## config.mk

```make
export PLATFORM = sky130hd
export DESIGN_NAME = parser_recovery_ctrl_flat
export DESIGN_NICKNAME = d
export VERILOG_FILES = /design/src/rtl/parser_recovery_ctrl_if.sv /design/src/rtl/parser_recovery_ctrl.sv /design/src/flat_wrapper.sv
export SDC_FILE = /design/constraint.sdc
export NUM_CORES = 1
export LEC_CHECK = 0
export BUFFER_PORTS_ARGS = -buffer_cell sky130_fd_sc_hd__buf_2
export CAP_MARGIN = 20
export CORE_MARGIN = 5
export CORE_UTILIZATION = 50
export DETAILED_ROUTE_END_ITERATION = 10
export PLACE_DENSITY = 0.74
export SYNTH_ARGS = -nofsm -noshare
export SYNTH_HDL_FRONTEND = slang
export SYNTH_SLANG_ARGS = --single-unit
```

## constraint.sdc

```tcl
create_clock -name clk -period 2.3 [get_ports clk]
set_clock_uncertainty 0.1 [all_clocks]
set_input_delay 0.115 -clock clk [delete_from_list [all_inputs] [get_ports clk]]
set_output_delay 0.115 -clock clk [all_outputs]
set_load 0.02 [all_outputs]
```

## src/rtl/parser_recovery_ctrl_if.sv

```systemverilog
`default_nettype none
// ============================================================================
// Module      : parser_recovery_ctrl_if
// Description : Bundle of the parser-side and RX-FIFO-side signals seen by
//               the parser recovery controller.
//               slave  modport : the recovery controller
//               master modport : the parser / RX path driving it
//   wdt_en           ctrl -> : 1 = timeout detection armed
//   parser_state[3:0] ctrl -> : parser state code (0 IDLE .. 9 ERROR_STATE)
//   frame_valid_hold ctrl -> : parser frame-valid flag
//   rx_byte_valid    ctrl -> : byte delivered to parser this cycle
//   rx_fifo_empty    ctrl -> : RX FIFO empty
//   stats_clr        ctrl -> : clear recovery statistics
//   parser_abort     -> ctrl : one-cycle pulse forcing parser to IDLE
//   rx_fifo_flush    -> ctrl : RX FIFO discard request (level)
//   rx_hold          -> ctrl : blocks RX FIFO pops to the parser (level)
//   busy             -> ctrl : recovery sequence in progress
//   timeout_cause[1:0] -> ctrl : 01 byte stall, 10 VALIDATE stuck
//   recovery_count[7:0] -> ctrl : saturating recovery counter
// Revision    : 1.0 - initial release
// ============================================================================
interface parser_recovery_ctrl_if;
    logic       wdt_en;
    logic [3:0] parser_state;
    logic       frame_valid_hold;
    logic       rx_byte_valid;
    logic       rx_fifo_empty;
    logic       stats_clr;
    logic       parser_abort;
    logic       rx_fifo_flush;
    logic       rx_hold;
    logic       busy;
    logic [1:0] timeout_cause;
    logic [7:0] recovery_count;

    modport slave (
        input  wdt_en,
        input  parser_state,
        input  frame_valid_hold,
        input  rx_byte_valid,
        input  rx_fifo_empty,
        input  stats_clr,
        output parser_abort,
        output rx_fifo_flush,
        output rx_hold,
        output busy,
        output timeout_cause,
        output recovery_count
    );

    modport master (
        output wdt_en,
        output parser_state,
        output frame_valid_hold,
        output rx_byte_valid,
        output rx_fifo_empty,
        output stats_clr,
        input  parser_abort,
        input  rx_fifo_flush,
        input  rx_hold,
        input  busy,
        input  timeout_cause,
        input  recovery_count
    );
endinterface
`default_nettype wire

```

## src/rtl/parser_recovery_ctrl.sv

```systemverilog
`default_nettype none
// ============================================================================
// Module      : parser_recovery_ctrl
// Description : Watchdog and recovery sequencer for the frame parser.
//               In MONITOR it times byte stalls in the active parser states
//               (CMD, ADDR_BYTE0-3, DATA_RX, CRC_RX, ERROR_STATE) and a stuck
//               frame_valid_hold in VALIDATE. On a timeout it runs
//               ABORT (one-cycle parser_abort) -> FLUSH (until the RX FIFO
//               reports empty) -> COOLDOWN (COOLDOWN_CYCLES of rx_hold)
//               and returns to MONITOR.
// Ports       : clk, rst (synchronous, active-high)
//               bus : parser_recovery_ctrl_if.slave (see interface header)
// Parameters  : BYTE_TIMEOUT_CYCLES, VALIDATE_TIMEOUT_CYCLES,
//               COOLDOWN_CYCLES (all >= 2)
// Options     : PARSER_RECOVERY_STATS_EN - when defined, recovery_count and
//               timeout_cause are live statistics; otherwise they are tied
//               to zero and stats_clr is ignored.
// Revision    : 1.0 - initial release
// ============================================================================
module parser_recovery_ctrl #(
    parameter int BYTE_TIMEOUT_CYCLES     = 1024,
    parameter int VALIDATE_TIMEOUT_CYCLES = 512,
    parameter int COOLDOWN_CYCLES         = 64
) (
    input  wire logic             clk,
    input  wire logic             rst,
    parser_recovery_ctrl_if.slave bus
);

    // ------------------------------------------------------------------------
    // Constants
    // ------------------------------------------------------------------------
    localparam int c_STALL_W = $clog2(BYTE_TIMEOUT_CYCLES + 1);
    localparam int c_HOLD_W  = $clog2(VALIDATE_TIMEOUT_CYCLES + 1);
    localparam int c_COOL_W  = $clog2(COOLDOWN_CYCLES + 1);

    localparam logic [c_STALL_W-1:0] c_STALL_LIMIT = c_STALL_W'(BYTE_TIMEOUT_CYCLES - 1);
    localparam logic [c_HOLD_W-1:0]  c_HOLD_LIMIT  = c_HOLD_W'(VALIDATE_TIMEOUT_CYCLES - 1);
    localparam logic [c_COOL_W-1:0]  c_COOL_LIMIT  = c_COOL_W'(COOLDOWN_CYCLES - 1);

    localparam logic [3:0] c_PS_IDLE     = 4'd0;
    localparam logic [3:0] c_PS_VALIDATE = 4'd8;

    localparam logic [1:0] c_CAUSE_STALL    = 2'b01;
    localparam logic [1:0] c_CAUSE_VALIDATE = 2'b10;

    typedef enum logic [1:0] {
        S_MONITOR  = 2'd0,
        S_ABORT    = 2'd1,
        S_FLUSH    = 2'd2,
        S_COOLDOWN = 2'd3
    } state_t;

    // ------------------------------------------------------------------------
    // Registers and wires
    // ------------------------------------------------------------------------
    state_t                 r_state;
    state_t                 w_state_nxt;
    logic [3:0]             r_prev_state;
    logic [c_STALL_W-1:0]   r_stall_cnt;
    logic [c_HOLD_W-1:0]    r_hold_cnt;
    logic [c_COOL_W-1:0]    r_cool_cnt;

    logic w_in_idle;
    logic w_in_validate;
    logic w_state_changed;
    logic w_stall_clear;
    logic w_hold_active;
    logic w_byte_timeout;
    logic w_val_timeout;
    logic w_monitor;

    // ------------------------------------------------------------------------
    // Timeout detection
    // ------------------------------------------------------------------------
    assign w_monitor       = (r_state == S_MONITOR);
    assign w_in_idle       = (bus.parser_state == c_PS_IDLE);
    assign w_in_validate   = (bus.parser_state == c_PS_VALIDATE);
    assign w_state_changed = (bus.parser_state != r_prev_state);

    // Any sign of parser progress restarts the stall window. VALIDATE has its
    // own hold timer, so the stall counter is parked there to avoid wrapping
    // during a long legitimate validation.
    assign w_stall_clear = w_in_idle | w_in_validate | w_state_changed |
                           bus.rx_byte_valid | ~bus.wdt_en;

    assign w_hold_active = w_in_validate & bus.frame_valid_hold & bus.wdt_en;

    // The limit compare only matters on a stalling cycle, so progress in the
    // same cycle as the limit suppresses the timeout.
    assign w_byte_timeout = w_monitor & ~w_stall_clear & (r_stall_cnt == c_STALL_LIMIT);
    assign w_val_timeout  = w_monitor & w_hold_active  & (r_hold_cnt  == c_HOLD_LIMIT);

    // ------------------------------------------------------------------------
    // FSM state register
    // ------------------------------------------------------------------------
    always_ff @(posedge clk) begin
        if (rst) begin
            r_state <= S_MONITOR;
        end else begin
            r_state <= w_state_nxt;
        end
    end

    // ------------------------------------------------------------------------
    // FSM next state and outputs
    // ------------------------------------------------------------------------
    always_comb begin
        w_state_nxt       = r_state;
        bus.parser_abort  = 1'b0;
        bus.rx_fifo_flush = 1'b0;
        bus.rx_hold       = 1'b0;
        bus.busy          = 1'b0;

        case (r_state)
            S_MONITOR: begin
                if (w_byte_timeout || w_val_timeout) begin
                    w_state_nxt = S_ABORT;
                end
            end
            S_ABORT: begin
                bus.parser_abort = 1'b1;
                bus.rx_hold      = 1'b1;
                bus.busy         = 1'b1;
                w_state_nxt      = S_FLUSH;
            end
            S_FLUSH: begin
                bus.rx_fifo_flush = 1'b1;
                bus.rx_hold       = 1'b1;
                bus.busy          = 1'b1;
                if (bus.rx_fifo_empty) begin
                    w_state_nxt = S_COOLDOWN;
                end
            end
            S_COOLDOWN: begin
                bus.rx_hold = 1'b1;
                bus.busy    = 1'b1;
                if (r_cool_cnt == c_COOL_LIMIT) begin
                    w_state_nxt = S_MONITOR;
                end
            end
            default: begin
                w_state_nxt = S_MONITOR;
            end
        endcase
    end

    // ------------------------------------------------------------------------
    // Counters. Both watchdog counters are held at zero outside MONITOR so the
    // controller always re-enters MONITOR with a fresh window.
    // ------------------------------------------------------------------------
    always_ff @(posedge clk) begin
        if (rst) begin
            r_prev_state <= c_PS_IDLE;
            r_stall_cnt  <= '0;
            r_hold_cnt   <= '0;
            r_cool_cnt   <= '0;
        end else begin
            r_prev_state <= bus.parser_state;

            if (!w_monitor || (w_state_nxt != S_MONITOR) || w_stall_clear) begin
                r_stall_cnt <= '0;
            end else begin
                r_stall_cnt <= r_stall_cnt + 1'b1;
            end

            if (!w_monitor || (w_state_nxt != S_MONITOR) || !w_hold_active) begin
                r_hold_cnt <= '0;
            end else begin
                r_hold_cnt <= r_hold_cnt + 1'b1;
            end

            if ((r_state == S_COOLDOWN) && (w_state_nxt == S_COOLDOWN)) begin
                r_cool_cnt <= r_cool_cnt + 1'b1;
            end else begin
                r_cool_cnt <= '0;
            end
        end
    end

    // ------------------------------------------------------------------------
    // Recovery statistics
    // ------------------------------------------------------------------------
`ifdef PARSER_RECOVERY_STATS_EN
    logic [7:0] r_recovery_count;
    logic [1:0] r_timeout_cause;

    // stats_clr takes priority over a recovery landing in the same cycle.
    always_ff @(posedge clk) begin
        if (rst) begin
            r_recovery_count <= '0;
            r_timeout_cause  <= '0;
        end else if (bus.stats_clr) begin
            r_recovery_count <= '0;
            r_timeout_cause  <= '0;
        end else begin
            if ((r_state == S_ABORT) && (r_recovery_count != 8'hFF)) begin
                r_recovery_count <= r_recovery_count + 1'b1;
            end
            if (w_byte_timeout) begin
                r_timeout_cause <= c_CAUSE_STALL;
            end else if (w_val_timeout) begin
                r_timeout_cause <= c_CAUSE_VALIDATE;
            end
        end
    end

    assign bus.recovery_count = r_recovery_count;
    assign bus.timeout_cause  = r_timeout_cause;
`else
    logic w_unused_stats;
    assign w_unused_stats     = bus.stats_clr | (|c_CAUSE_STALL) | (|c_CAUSE_VALIDATE);
    assign bus.recovery_count = 8'd0;
    assign bus.timeout_cause  = 2'b00;
`endif

endmodule
`default_nettype wire

```

## src/flat_wrapper.sv

```systemverilog
// flat-port wrapper written by rule: the top's interface ports become plain ports
module parser_recovery_ctrl_flat 
#(
    parameter int BYTE_TIMEOUT_CYCLES     = 1024,
    parameter int VALIDATE_TIMEOUT_CYCLES = 512,
    parameter int COOLDOWN_CYCLES         = 64
)
  (clk, rst, bus_wdt_en, bus_parser_state, bus_frame_valid_hold, bus_rx_byte_valid, bus_rx_fifo_empty, bus_stats_clr, bus_parser_abort, bus_rx_fifo_flush, bus_rx_hold, bus_busy, bus_timeout_cause, bus_recovery_count);
  parser_recovery_ctrl_if bus_i ();
  input  wire logic clk;
  input  wire logic rst;
  input wire logic [$bits(bus_i.wdt_en)-1:0] bus_wdt_en;
  input wire logic [$bits(bus_i.parser_state)-1:0] bus_parser_state;
  input wire logic [$bits(bus_i.frame_valid_hold)-1:0] bus_frame_valid_hold;
  input wire logic [$bits(bus_i.rx_byte_valid)-1:0] bus_rx_byte_valid;
  input wire logic [$bits(bus_i.rx_fifo_empty)-1:0] bus_rx_fifo_empty;
  input wire logic [$bits(bus_i.stats_clr)-1:0] bus_stats_clr;
  output wire logic [$bits(bus_i.parser_abort)-1:0] bus_parser_abort;
  output wire logic [$bits(bus_i.rx_fifo_flush)-1:0] bus_rx_fifo_flush;
  output wire logic [$bits(bus_i.rx_hold)-1:0] bus_rx_hold;
  output wire logic [$bits(bus_i.busy)-1:0] bus_busy;
  output wire logic [$bits(bus_i.timeout_cause)-1:0] bus_timeout_cause;
  output wire logic [$bits(bus_i.recovery_count)-1:0] bus_recovery_count;
  assign bus_i.wdt_en = bus_wdt_en;
  assign bus_i.parser_state = bus_parser_state;
  assign bus_i.frame_valid_hold = bus_frame_valid_hold;
  assign bus_i.rx_byte_valid = bus_rx_byte_valid;
  assign bus_i.rx_fifo_empty = bus_rx_fifo_empty;
  assign bus_i.stats_clr = bus_stats_clr;
  assign bus_parser_abort = bus_i.parser_abort;
  assign bus_rx_fifo_flush = bus_i.rx_fifo_flush;
  assign bus_rx_hold = bus_i.rx_hold;
  assign bus_busy = bus_i.busy;
  assign bus_timeout_cause = bus_i.timeout_cause;
  assign bus_recovery_count = bus_i.recovery_count;
  parser_recovery_ctrl #(.BYTE_TIMEOUT_CYCLES(BYTE_TIMEOUT_CYCLES), .VALIDATE_TIMEOUT_CYCLES(VALIDATE_TIMEOUT_CYCLES), .COOLDOWN_CYCLES(COOLDOWN_CYCLES)) u_core (.clk(clk), .rst(rst), .bus(bus_i));
endmodule
```

==> reports/results.ini, run 1 <==
[worst_hold_path]
hp-start = bus_parser_state[0]
hold_depth = 3
hold_path_end = u_core.r_hold_cnt[6]$_SDFF_PP0_
min_path_type = input pin to flop

[finish]
drive_gt1_share_pct = 13.85
nets = 208
syn_to_final_growth_pct = 11.49
finalNonFillerCells = 228
layout_commonest_cell = dfxtp_1
diodes = 0
fin_area_sq_um = 1724
most-common-layout-cells = dfxtp_1 (34), nor2_1 (23), xor2_1 (13), buf_2 (13), nand2_1 (12)

[clock_network]
cts.clk_slew.worst_paths_ns = 0.10
clock_path_buffers = 2
htree_levels = 2
clock_latency_ns = 0.33
cts_resized = 0
clock-root-buffer = clkbuf_4
cts_buffers = 5
numClockSinks = 34
postCtsSetupBuffers = 0
cts_tree = built

[sta]
setup_viol = 0
grt_setup_unrepaired = false
min_period_ns = 2.153
layout_worst_path_cycle_share_pct = 93.60
setup_tns_ns = 0
fin_ws_ns = 0.1472
fmax_mhz = 464.5
slew_viol_final = 0
hold_viol = 0
fin_hold_ws_ns = 0.02515

[placed_design]
dp_hpwl_um = 2113
place_area_sq_um = 1604
dp_cells = 214
place_ws_ns = 0.1841
port_buffers = 13
routabilityCongestion = 0.8166

[detailed_routing]
drt_wl_total_um = 2977
wl_per_cell_um = 13.06
ant_nets = 0
routed_via_density = 5.246
via_count = 1196
dr.pass1.iters = 4
drc = 0
drt_iter0_markers = 26

[floorplan]
num_io_pins = 25
die_h_um = 65.62
die_w_um = 65.62
core.rowCount = 20
die_area_sq_um = 4305
start_util_pct = 51.50
core_region_area_sq_um = 3003

[yosys]
synth_top_area_share_pct = 44.01
yosysTopAreaCell = dfxtp_1
yosys_warnings = 0
synthesis.area_sq_um = 1546
avgSynthCellArea_sq_um = 9.097
synth_cell_types = 36
synth_area_leaders = dfxtp_1 (44%), xor2_1 (7.4%), xnor2_1 (5.7%)
synth_seq_cells = 34
ys_seq_area_share_pct = 44.01
synth_cells = 170

[setup_path]
arrival_ns = 2.32
rrSetupSlack_ns = 0.18
r2r_start = u_core.r_state[0]$_SDFF_PP0_
reg2reg_depth = 4
criticalPathCategory = input pin to flop
end_kind = flop
cp_max_fo = 8
regToRegEndpoint = u_core.r_hold_cnt[5]$_SDFF_PP0_
start_kind = input pin
cp.required_ns = 2.47

[flow_run]
cap_violations = 0

[power]
irDropWorstVdd_uv = 486.1
p_per_area_nw_per_um2 = 570.9
leakage_nw = 0.6626

[status]
status = completed

[grt]
grt_antenna_before_repair = 0
grt_max_degree = 12
grt_pass1_vias = 1262
grt_usage_pct = 16.07
overflow = 0
grt_pass1_wl_um = 5326

## flip-flops by register name (all words and copies together) (netlist names)
name                 count
u_core.r_state           2
u_core.r_cool_cnt        7
u_core.r_prev_state      4
u_core.r_stall_cnt      11
u_core.r_hold_cnt       10
## stage by stage
step	power [mW]	utilization, %
floorplan	0.6490	-
global placement	0.6494	53.42
detailed placement	0.6512	53.42
CTS	1.000	57.42
global route	1.041	57.42
finish	0.9843	57.42
## critical path: stages
cell and delay [ns]:
dlygate4sd3_1 0.53, buf_2 0.17, or4b_4 0.50, or4b_4 0.54
or2_1 0.33, nor2_1 0.14
## cell type report
| cell class | count | area (sq um) |
|---|---|---|
| clock buffer | 7 | 55.05 |
| tap | 33 | 41.29 |
| sequential | 34 | 680.7 |
| clock inverter | 1 | 5.005 |
| fill | 262 | 1279 |
| multi-input combinational | 128 | 787.0 |
| inverter | 4 | 15.01 |
| timing repair buffer | 21 | 140.1 |
## cell usage after synthesis
cell	n
dfxtp_1	34
nor2_1	23
xor2_1	13
nand2_1	12
buf_4	11
xnor2_1	10
nor3_1	9
nand3_1	7
and3_1	5
nand4_1	5
nor2b_1	5
inv_1	4
ha_1	3
a211oi_1	2
and4_1	2
nand2b_1	2
nor4_1	2
o21ai_0	2
or4b_4	2
a21oi_1	1
a31oi_1	1
and2_1	1
and2b_1	1
and4b_1	1
buf_6	1
clkbuf_1	1
conb_1	1
nor3b_1	1
nor4b_1	1
nor4b_2	1
o211ai_1	1
o21ai_1	1
o311a_1	1
or2_1	1
or2_2	1
or3b_2	1
## metal layers
metal,GRT usage [%],part of all wire (%)
met4,7.254,1.9
met5,0,0
met1,16.16,41
met3,5.128,4.5
met2,29.84,52
## how the worst max path moves through the flow
stage,startpoint,to,cells past startpoint
6_report,rst,u_core.r_hold_cnt[5]$_SDFF_PP0_,6
5_1_grt,u_core.r_state[0]$_SDFF_PP0_,u_core.r_hold_cnt[5]$_SDFF_PP0_,4
4_1_cts,rst,u_core.r_hold_cnt[5]$_SDFF_PP0_,6
3_5_place_dp,u_core.r_state[0]$_SDFF_PP0_,u_core.r_hold_cnt[5]$_SDFF_PP0_,4
3_3_place_gp,u_core.r_state[0]$_SDFF_PP0_,u_core.r_hold_cnt[9]$_SDFF_PP0_,4
2_1_floorplan,u_core.r_state[0]$_SDFF_PP0_,u_core.r_hold_cnt[2]$_SDFF_PP0_,5
## what timing repair did
action                     CTS  global route
hold endpoints to repair     6             0
setup endpoints to repair    0             0
hold buffers                 6             0
## cell families after synthesis
family / Yosys count / synth area share (%)
flops: 34 / 44.01
compound gates: 9 / 3.802
other cells: 1 / 0.2425
simple gates: 83 / 29.21
xor+xnor: 23 / 13.03
buf+inv: 17 / 7.281
fa+ha+maj: 3 / 2.427
## where the power goes
group / internal [mW] / total (mW) / switching (mW)
sequential: 0.592 / 0.595 / 0.00233
combinational: 0.0216 / 0.0519 / 0.0304
clock: 0.148 / 0.338 / 0.190
Power figures use the tool's default switching activity.
==> run 2: changes to the inputs <==
Settings changed: CTS_BUF_LIST set to sky130_fd_sc_hd__clkbuf_8.
==> run 2 against run 1 <==
Combinational power down 11%. Clock power up 32%. Wire length fell by 3.6%. Worst hold slack lost 0.015 ns. Non-clock buffer count down 4. First-iteration DRC count increased by 69%. Maximum frequency down 2.4%. Largest power group unchanged. Largest cell class unchanged. Critical path depth is the same.
==> reports/results.ini, run 2 (synthesis results as in run 1) <==
[status]
status = completed

[finish]
most-common-layout-cells = dfxtp_1 (34), nor2_1 (23), xor2_1 (13), buf_2 (13), nand2_1 (12)
largest_registers = u_core.r_stall_cnt x11, u_core.r_hold_cnt x10, u_core.r_cool_cnt x7
largest_register_ff_count = 11
post-route-util_pct = 57.13
fillers = 264
drive_gt1_share_pct = 14.14
syn_to_final_growth_pct = 10.92
finalNonFillerCells = 224
layout_commonest_cell = dfxtp_1
top_register = u_core.r_stall_cnt
diodes = 0
nets = 204

[clock_network]
htree_levels = 2
clock-root-buffer = clkbuf_8
cts.clk_slew.worst_paths_ns = 0.07
clock_path_buffers = 2
clock_latency_ns = 0.29
cts_resized = 0
numClockSinks = 34
cts_buffers = 5
cts_tree = built

[grt]
overflow = 0
grt_pass1_wl_um = 5133
grt_max_degree = 12
grt_antenna_before_repair = 0
grt_pass1_vias = 1242
grt_usage_pct = 15.76

[floorplan]
core.rowCount = 20
start_util_pct = 51.50
die_h_um = 65.62
die_w_um = 65.62
die_area_sq_um = 4305
num_io_pins = 25
core_region_area_sq_um = 3003

[flow_run]
cap_violations = 0

[setup_path]
start_kind = input pin
cp_max_fo = 8
reg2reg_depth = 4
end_kind = flop
cp.required_ns = 2.42
criticalPathCategory = input pin to flop
arrival_ns = 2.33

[worst_hold_path]
hold_depth = 2
min_path_type = input pin to flop

[sta]
hold_viol = 0
setup_tns_ns = 0
min_period_ns = 2.205
grt_setup_unrepaired = false
slew_viol_final = 0
fmax_mhz = 453.4
fin_hold_ws_ns = 0.01043
layout_worst_path_cycle_share_pct = 95.88
setup_viol = 0

[power]
p_per_area_nw_per_um2 = 633.2
power_mw = 1.086
leakage_nw = 0.6616
irDropWorstVdd_uv = 630.9

[detailed_routing]
drt_iter0_markers = 44
top_layer = met4
ant_nets = 0
wl_per_cell_um = 12.81
via_count = 1168
wl_met3_um = 147
drc = 0
dr.pass1.iters = 4
routed_via_density = 5.214
wl_met1_um = 1242
drt_wl_total_um = 2869
dr_wl_met2_um = 1404

[placed_design]
dp_cells = 214
routabilityCongestion = 0.8166
port_buffers = 13
dp_hpwl_um = 2113

-- run 2: report_power, final --
part           internal, mW  switching (mW)  leakage (nW)
Clock                 0.237           0.208        0.0524
Sequential            0.593         0.00224         0.275
Combinational        0.0172          0.0290         0.334
-- run 2: routing by layer --
metal / global-route usage [%] / up-vias
met5: 0 / -
met4: 9.585 / 0
met3: 5.470 / 10
met2: 27.69 / 29
met1: 15.86 / 533
li1: - / 596
-- run 2: worst max-delay path, stage by stage --
cell and delay, ns:
dlygate4sd3_1 0.53, buf_2 0.17, or4b_4 0.50, or4b_4 0.54, or2_1 0.33, nor2_1 0.15
-- run 2: layout make-up --
class | instances | area, sq um | area share, %
Multi-Input combinational cell | 128 | 787.0 | 45.88
Sequential cell | 34 | 680.7 | 39.68
Timing Repair Buffer | 17 | 100.1 | 5.835
Clock buffer | 6 | 82.58 | 4.814
Tap cell | 33 | 41.29 | 2.407
Inverter | 4 | 15.01 | 0.8753
Clock inverter | 2 | 8.758 | 0.5106
-- run 2: worst paths after layout --
| kind | startpoint | end | slack, ns |
|---|---|---|---|
| max | rst | u_core.r_hold_cnt[5]$_SDFF_PP0_ | 0.09 |
| min | bus_parser_state[3] | u_core.r_prev_state[3]$_SDFF_PP0_ | 0.01 |
| max reg2reg | u_core.r_state[0]$_SDFF_PP0_ | u_core.r_hold_cnt[5]$_SDFF_PP0_ | 0.18 |
| min reg2reg | u_core.r_cool_cnt[0]$_SDFF_PP0_ | u_core.r_cool_cnt[0]$_SDFF_PP0_ | 0.34 |
-- run 2: stage by stage --
step | area, sq um | setup WS, ns
after floorplan | 1580 | 0.3035
after global placement | 1604 | 0.2446
after detailed placement | 1604 | 0.1841
after CTS | 1715 | 0.09694
after global routing | 1715 | 0.02629
final | 1715 | 0.09466
-- run 2: repair_timing --
item | CTS | global route
hold buffers | 2 | 0
endpoints found under the hold margin | 5 | 0
setup buffers | 0 | 0
